**src/rtl/battleship_pkg.sv**
```systemverilog
// rtl/battleship_pkg.sv - shared board cell encoding, grid default and PC shot FSM states
package battleship_pkg;

  localparam int GRID_N_DEFAULT = 5;

  typedef enum logic [1:0] {
    CELL_EMPTY = 2'b00,
    CELL_SHIP  = 2'b01,
    CELL_HIT   = 2'b10,
    CELL_MISS  = 2'b11
  } cell_t;

  typedef enum logic [3:0] {
    PS_IDLE  = 4'd0,
    PS_THINK = 4'd1,
    PS_PICK  = 4'd2,
    PS_CHECK = 4'd3,
    PS_SCAN  = 4'd4,
    PS_SCHK  = 4'd5,
    PS_WRITE = 4'd6,
    PS_DONE  = 4'd7,
    PS_WAIT  = 4'd8
  } pc_state_t;

  // A cell the PC may still fire at: never shot, with or without a ship.
  function automatic logic cell_is_free(input logic [1:0] c);
    return (c == CELL_EMPTY) || (c == CELL_SHIP);
  endfunction

endpackage

```
**src/rtl/lfsr8.sv**
```systemverilog
// rtl/lfsr8.sv - free-running 8-bit Fibonacci LFSR, x^8+x^6+x^5+x^4+1
module lfsr8 #(
  parameter logic [7:0] SEED = 8'hA5
) (
  input  logic       clk,
  input  logic       rst,
  output logic [7:0] q
);

  logic [7:0] lfsr_q;
  logic       fb;

  assign fb = lfsr_q[7] ^ lfsr_q[5] ^ lfsr_q[4] ^ lfsr_q[3];
  assign q  = lfsr_q;

  // Shift every clock; reload the seed on reset so the sequence is repeatable.
  always_ff @(posedge clk) begin
    if (!rst) begin
      lfsr_q <= SEED;
    end else begin
      lfsr_q <= {lfsr_q[6:0], fb};
    end
  end

endmodule

```
**src/rtl/pc_shot_controller.sv**
```systemverilog
// rtl/pc_shot_controller.sv - sequences one PC shot per PC turn on the player board port
module pc_shot_controller
  import battleship_pkg::*;
#(
  parameter int         GRID_N    = GRID_N_DEFAULT,
  parameter int         THINK_CYC = 50,
  parameter int         MAX_RETRY = 8,
  parameter logic [7:0] LFSR_SEED = 8'hA5,
  localparam int        CELLS     = GRID_N * GRID_N,
  localparam int        ADDR_W    = $clog2(CELLS),
  localparam int        CNT_W     = $clog2(CELLS + 1)
) (
  input  logic              clk,
  input  logic              rst,
  input  logic              pc_turn_State,
  input  logic              load_cells,
  input  logic [CNT_W-1:0]  ship_cells_init,
  output logic              rd_en,
  output logic [ADDR_W-1:0] rd_addr,
  input  logic [1:0]        rd_data,
  output logic              wr_en,
  output logic [ADDR_W-1:0] wr_addr,
  output logic [1:0]        wr_data,
  output logic              pc_has_move,
  output logic              last_hit,
  output logic              player_ships_zero,
  output logic              board_full
);

  localparam int                TW         = (THINK_CYC > 1) ? $clog2(THINK_CYC) : 1;
  localparam logic [TW-1:0]     THINK_LAST = TW'((THINK_CYC > 0) ? THINK_CYC - 1 : 0);
  localparam int                RW         = (MAX_RETRY > 0) ? $clog2(MAX_RETRY + 1) : 1;
  localparam logic [RW-1:0]     RETRY_LIM  = RW'(MAX_RETRY);
  localparam logic [ADDR_W-1:0] LAST_CELL  = ADDR_W'(CELLS - 1);
  localparam logic [ADDR_W:0]   CELLS_X    = (ADDR_W + 1)'(CELLS);

  pc_state_t         state_q, state_d;
  logic [ADDR_W-1:0] tgt_q, tgt_d;
  logic [ADDR_W-1:0] start_q, start_d;
  logic [RW-1:0]     retry_q, retry_d;
  logic [TW-1:0]     think_q, think_d;
  logic              hit_q, hit_d;
  logic              last_hit_q, last_hit_d;
  logic              board_full_q, board_full_d;
  logic [CNT_W-1:0]  cnt_q, cnt_d;
  logic              armed_q, armed_d;

  logic [7:0]        lfsr_val;
  logic [ADDR_W-1:0] cand;
  logic              cand_ok;
  logic [ADDR_W-1:0] tgt_next;
  logic [RW-1:0]     retry_inc;

  lfsr8 #(.SEED(LFSR_SEED)) u_lfsr (
    .clk (clk),
    .rst (rst),
    .q   (lfsr_val)
  );

  assign cand              = lfsr_val[ADDR_W-1:0];
  assign cand_ok           = {1'b0, cand} < CELLS_X;
  assign tgt_next          = (tgt_q == LAST_CELL) ? '0 : tgt_q + 1'b1;
  assign retry_inc         = retry_q + 1'b1;
  assign player_ships_zero = armed_q && (cnt_q == '0);
  assign last_hit          = last_hit_q;
  assign board_full        = board_full_q;

  // State, shot target, retry/think counters and the remaining-ship bookkeeping.
  always_ff @(posedge clk) begin
    if (!rst) begin
      state_q      <= PS_IDLE;
      tgt_q        <= '0;
      start_q      <= '0;
      retry_q      <= '0;
      think_q      <= '0;
      hit_q        <= 1'b0;
      last_hit_q   <= 1'b0;
      board_full_q <= 1'b0;
      cnt_q        <= '0;
      armed_q      <= 1'b0;
    end else begin
      state_q      <= state_d;
      tgt_q        <= tgt_d;
      start_q      <= start_d;
      retry_q      <= retry_d;
      think_q      <= think_d;
      hit_q        <= hit_d;
      last_hit_q   <= last_hit_d;
      board_full_q <= board_full_d;
      cnt_q        <= cnt_d;
      armed_q      <= armed_d;
    end
  end

  // Next state and board-port strobes; losing the turn aborts anything before WRITE.
  always_comb begin
    state_d      = state_q;
    tgt_d        = tgt_q;
    start_d      = start_q;
    retry_d      = retry_q;
    think_d      = think_q;
    hit_d        = hit_q;
    last_hit_d   = last_hit_q;
    board_full_d = board_full_q;
    cnt_d        = cnt_q;
    armed_d      = armed_q;
    rd_en        = 1'b0;
    rd_addr      = '0;
    wr_en        = 1'b0;
    wr_addr      = '0;
    wr_data      = CELL_EMPTY;
    pc_has_move  = 1'b0;

    unique case (state_q)
      PS_IDLE: begin
        retry_d = '0;
        think_d = '0;
        if (pc_turn_State && !player_ships_zero) begin
          state_d = PS_THINK;
        end
      end
      PS_THINK: begin
        if (!pc_turn_State) begin
          state_d = PS_IDLE;
        end else if (THINK_CYC <= 1 || think_q == THINK_LAST) begin
          state_d = PS_PICK;
        end else begin
          think_d = think_q + 1'b1;
        end
      end
      PS_PICK: begin
        if (!pc_turn_State) begin
          state_d = PS_IDLE;
        end else if (cand_ok) begin
          rd_en   = 1'b1;
          rd_addr = cand;
          tgt_d   = cand;
          state_d = PS_CHECK;
        end
      end
      PS_CHECK: begin
        if (!pc_turn_State) begin
          state_d = PS_IDLE;
        end else if (cell_is_free(rd_data)) begin
          hit_d   = (rd_data == CELL_SHIP);
          state_d = PS_WRITE;
        end else begin
          retry_d = retry_inc;
          if (retry_inc < RETRY_LIM) begin
            state_d = PS_PICK;
          end else begin
            // Too many repeats: walk the board from just past the last pick.
            start_d = tgt_next;
            tgt_d   = tgt_next;
            state_d = PS_SCAN;
          end
        end
      end
      PS_SCAN: begin
        if (!pc_turn_State) begin
          state_d = PS_IDLE;
        end else begin
          rd_en   = 1'b1;
          rd_addr = tgt_q;
          state_d = PS_SCHK;
        end
      end
      PS_SCHK: begin
        if (!pc_turn_State) begin
          state_d = PS_IDLE;
        end else if (cell_is_free(rd_data)) begin
          hit_d   = (rd_data == CELL_SHIP);
          state_d = PS_WRITE;
        end else if (tgt_next == start_q) begin
          board_full_d = 1'b1;
          state_d      = PS_DONE;
        end else begin
          tgt_d   = tgt_next;
          state_d = PS_SCAN;
        end
      end
      PS_WRITE: begin
        wr_en      = 1'b1;
        wr_addr    = tgt_q;
        wr_data    = hit_q ? CELL_HIT : CELL_MISS;
        last_hit_d = hit_q;
        if (hit_q && cnt_q != '0) begin
          cnt_d = cnt_q - 1'b1;
        end
        state_d = PS_DONE;
      end
      PS_DONE: begin
        pc_has_move = 1'b1;
        retry_d     = '0;
        state_d     = PS_WAIT;
      end
      PS_WAIT: begin
        if (!pc_turn_State) begin
          state_d = PS_IDLE;
        end
      end
      default: begin
        state_d = PS_IDLE;
      end
    endcase

    // A fresh ship count overrides any decrement in the same cycle.
    if (load_cells) begin
      cnt_d   = ship_cells_init;
      armed_d = 1'b1;
    end
  end

endmodule

```
**config.mk**
```make
export PLATFORM = sky130hd
export DESIGN_NAME = pc_shot_controller
export DESIGN_NICKNAME = d
export VERILOG_FILES = /design/src/rtl/battleship_pkg.sv /design/src/rtl/lfsr8.sv /design/src/rtl/pc_shot_controller.sv
export SDC_FILE = /design/constraint.sdc
export NUM_CORES = 1
export LEC_CHECK = 0
export BUFFER_PORTS_ARGS = -buffer_cell sky130_fd_sc_hd__buf_2
export CORE_MARGIN = 5
export CORE_UTILIZATION = 42
export CTS_CLUSTER_DIAMETER = 100
export DETAILED_ROUTE_END_ITERATION = 12
export PLACE_DENSITY = 0.68
export SYNTH_ARGS = -nofsm -noshare
export SYNTH_HDL_FRONTEND = slang
export SYNTH_SLANG_ARGS = --single-unit
```
**constraint.sdc**
```tcl
create_clock -name clk -period 2.4 [get_ports clk]
set_input_delay 0.36 -clock clk [delete_from_list [all_inputs] [get_ports clk]]
set_output_delay 0.36 -clock clk [all_outputs]
set_load 0.005 [all_outputs]
```
==> results.sh <==
export IMPL_status="finished, final reports clean"
export IMPL_final_hold_viol_count=0
export IMPL_avgViaCountPerCell=5.37
export IMPL_ys_seq_area_share_pct=34.5
export IMPL_cts_tree="done"
export IMPL_grt_antenna_before_repair=0
export IMPL_synth_area_per_cell_um2=8.61
export IMPL_worst_slew_pin_slew_ns=0.531
export IMPL_nNetsFinal=319
export IMPL_rows=27
export IMPL_worstPathArrival_ns=1.87
export IMPL_cts_buffers_inserted=5
export IMPL_grt_met3_usage_pct=4.17
export IMPL_cts_setup_buffers=0
export IMPL_dieWidth_um=85.2
export IMPL_postRouteAntennaNets=0
export IMPL_grt_busiest_layer="met2"
export IMPL_setup_viol=0
export IMPL_synth_area_top_cells="dfxtp_1 35%, nand2_1 4.7%, mux2i_1 4.6%"
export IMPL_synth_nets=294
export IMPL_setup_tns_ns=0
export IMPL_layout_drive_gt1_share_pct=18.9
export IMPL_drc=0
export IMPL_start_kind="flip-flop"
export IMPL_yosys_warnings=0
export IMPL_insertion_delay_ns=0.29
export IMPL_dr_pass1_iters=4
export IMPL_cts_sinks=41
export IMPL_peakVddDrop_uv=312
export IMPL_ys_types=58
export IMPL_vias=2008
export IMPL_cts_resized=0
export IMPL_fin_area_um2=2690
export IMPL_max_freq_mhz=448
export IMPL_first_global_vias=1917
export IMPL_dp_hpwl_um=3810
export IMPL_powerDensity_nw_per_um2=545
export IMPL_n_fill_cell=518
export IMPL_synthCells=276
export IMPL_cap_violations=0
export IMPL_synth_top_area_share_pct=34.5
export IMPL_total_power_mw=1.46
export IMPL_synth_edf_count=0
export IMPL_routedWlPerCell_um=13.8
export IMPL_use_met2_pct=24.4
export IMPL_grt_ovfl_total=0
export IMPL_finalMaxSlewViolations=0
export IMPL_finClkSkew_ns=0.0103
export IMPL_fin_hold_ws_ns=0.333
export IMPL_slew_headroom_pct=64.3
export IMPL_core_um2=5510
export IMPL_synthSimpleGateAreaFrac_pct=27.9
export IMPL_grt_use_total_pct=15.0
export IMPL_grt_start_max_net_pins=24
export IMPL_synth_compound_area_share_pct=15.6
export IMPL_layout_setup_ws_ns=0.166
export IMPL_gp_congestion=0.895
export IMPL_synthArstFlopShare_pct=0
export IMPL_clkTransAtPathRegs_ns=0.08
export IMPL_die_h_um=85.2
export IMPL_n_antenna_cell=0
export IMPL_min_period_ns=2.23
export IMPL_end_kind="output port"
export IMPL_synth_area_leader_cell="dfxtp_1"
export IMPL_post_route_period_util_pct=93.1
export IMPL_worstPathRequired_ns=2.04
export IMPL_hold_class="in -> reg"
export IMPL_cts_hold_buf=0
export IMPL_grt_pass1_wl_um=8900
export IMPL_h_tree_depth=2
export IMPL_pre_cts_slack_ns=0.254
export IMPL_initial_core_util_pct=43.1
export IMPL_ys_ff_latch=41
export IMPL_syn_area_um2=2380
export IMPL_synth_top_family_by_area="simple AND/OR/NAND/NOR gates"
export IMPL_area_growth_pct=13.1
export IMPL_synthMuxAreaShare_pct=5.58
export IMPL_drt_iter0_drc=117
export IMPL_path_max_fanout=13
export IMPL_power_leakage_nw=1.10
export IMPL_wirelength_um=5160
export IMPL_ys_flop_type="dfxtp_1"
export IMPL_clockBufferDepth=2
export IMPL_use_met1_pct=19.3
export IMPL_synth_adder_area_share_pct=3.69
export IMPL_rsz0062_at_grt="false"
export IMPL_port_buffers=28
export IMPL_cts_root_buf="clkbuf_8"
export IMPL_die_area_um2=7260
export IMPL_post_dp_cell_area_um2=2570
export IMPL_synth_xor_area_share_pct=8.37
export IMPL_ios=29
export IMPL_crit_type="reg -> out"
[registers in the layout, summed over array words and instances, names as in the netlist]
register / flops
think_q: 6
state_q: 4
hit_q: 1
tgt_q: 5
board_full: 1
retry_q: 4
start_q: 5
armed_q: 1
cnt_q: 5
u_lfsr.q: 8
last_hit: 1
[critical path, stage by stage, from the launching register on]
cell     delay (ns)
dfxtp_1        0.61
nor2b_2        0.24
buf_4          0.16
and3_1         0.28
a22o_1         0.17
buf_2          0.11
[layout by cell type, fill, tap and decap left out, types with 2 or more instances in the layout]
cell type / n
nor2b_1: 13
dfxtp_1: 41
mux2_2: 2
mux2i_1: 11
buf_4: 5
nand4_1: 4
nand2_1: 30
o211ai_1: 2
nand3b_1: 2
a22o_1: 5
inv_1: 8
nand2b_1: 6
a21boi_0: 2
nor4_1: 2
clkbuf_8: 6
a21oi_1: 10
a31oi_1: 3
o21ai_0: 9
xor2_1: 10
nand3_1: 6
nor3_1: 8
xnor2_1: 9
o21ai_1: 5
o21a_1: 5
and2_1: 12
buf_2: 28
nor2_1: 14
and3_1: 7
ha_1: 7
or2_2: 2
[worst paths after layout]
check | startpoint | to | slack (ns) | cells past startpoint
max | state_q[2]$_SDFFE_PN0P_ | rd_addr[0] | 0.17 | 5
max reg2reg | tgt_q[0]$_SDFFE_PN0P_ | state_q[0]$_SDFFE_PN0P_ | 0.20 | 7
min | rd_data[0] | hit_q$_SDFFE_PN0P_ | 0.33 | 3
min reg2reg | u_lfsr.q[6]$_SDFF_PN0_ | u_lfsr.q[7]$_SDFF_PN1_ | 0.42 | 1
[per-layer routing]
| layer | up-vias | part of all wire [%] |
|---|---|---|
| met1 | 960 | 46 |
| met2 | 33 | 49 |
| met4 | 0 | 0.85 |
| met3 | 4 | 4.1 |
| met5 | - | 0 |
| li1 | 1011 | - |
[logic make-up (layout without fill, tap and decap cells)]
kind of cell    count (synthesis)  in the layout
simple gates                  119            119
compound gates                 52             52
flops                          41             41
buf+inv                        23             49
xor+xnor                       21             21
mux                            13             13
fa+ha+maj                       7              7
[layout make-up]
class                           instances  area [um2]  share of cell area, %
Clock buffer                            7        86.3                   3.21
Clock inverter                          1        30.0                   1.12
Timing Repair Buffer                   33         178                   6.61
Sequential cell                        41         821                   30.5
Inverter                                8        30.0                   1.12
Multi-Input combinational cell        212        1450                   54.1
Tap cell                               72        90.1                   3.35
[stage by stage]
| stage | utilization, % | std cells |
|---|---|---|
| 4_1_cts | 48.8 | 374 |
| 2_1_floorplan | - | 276 |
| 3_5_place_dp | 46.7 | 366 |
| 6_report | 48.8 | 374 |
| 5_1_grt | 48.8 | 374 |
| 3_3_place_gp | 46.7 | 366 |
[cell usage after synthesis (6+ instances only)]
master	n
clkbuf_1	7
dfxtp_1	41
nor2_1	14
nand2b_1	6
nor2b_1	13
nand2_1	30
xnor2_1	9
a21oi_1	10
nand3_1	6
nor3_1	8
ha_1	7
and3_1	7
o21ai_0	9
mux2i_1	11
xor2_1	10
and2_1	12
inv_1	8
[power breakdown]
group          total [mW]  switching, mW  internal, mW  leakage (nW)
combinational       0.153         0.0852        0.0674         0.704
sequential          0.734         0.0308         0.703         0.334
clock               0.577          0.238         0.339        0.0585
Note: power is estimated with default switching activity, not from simulation.
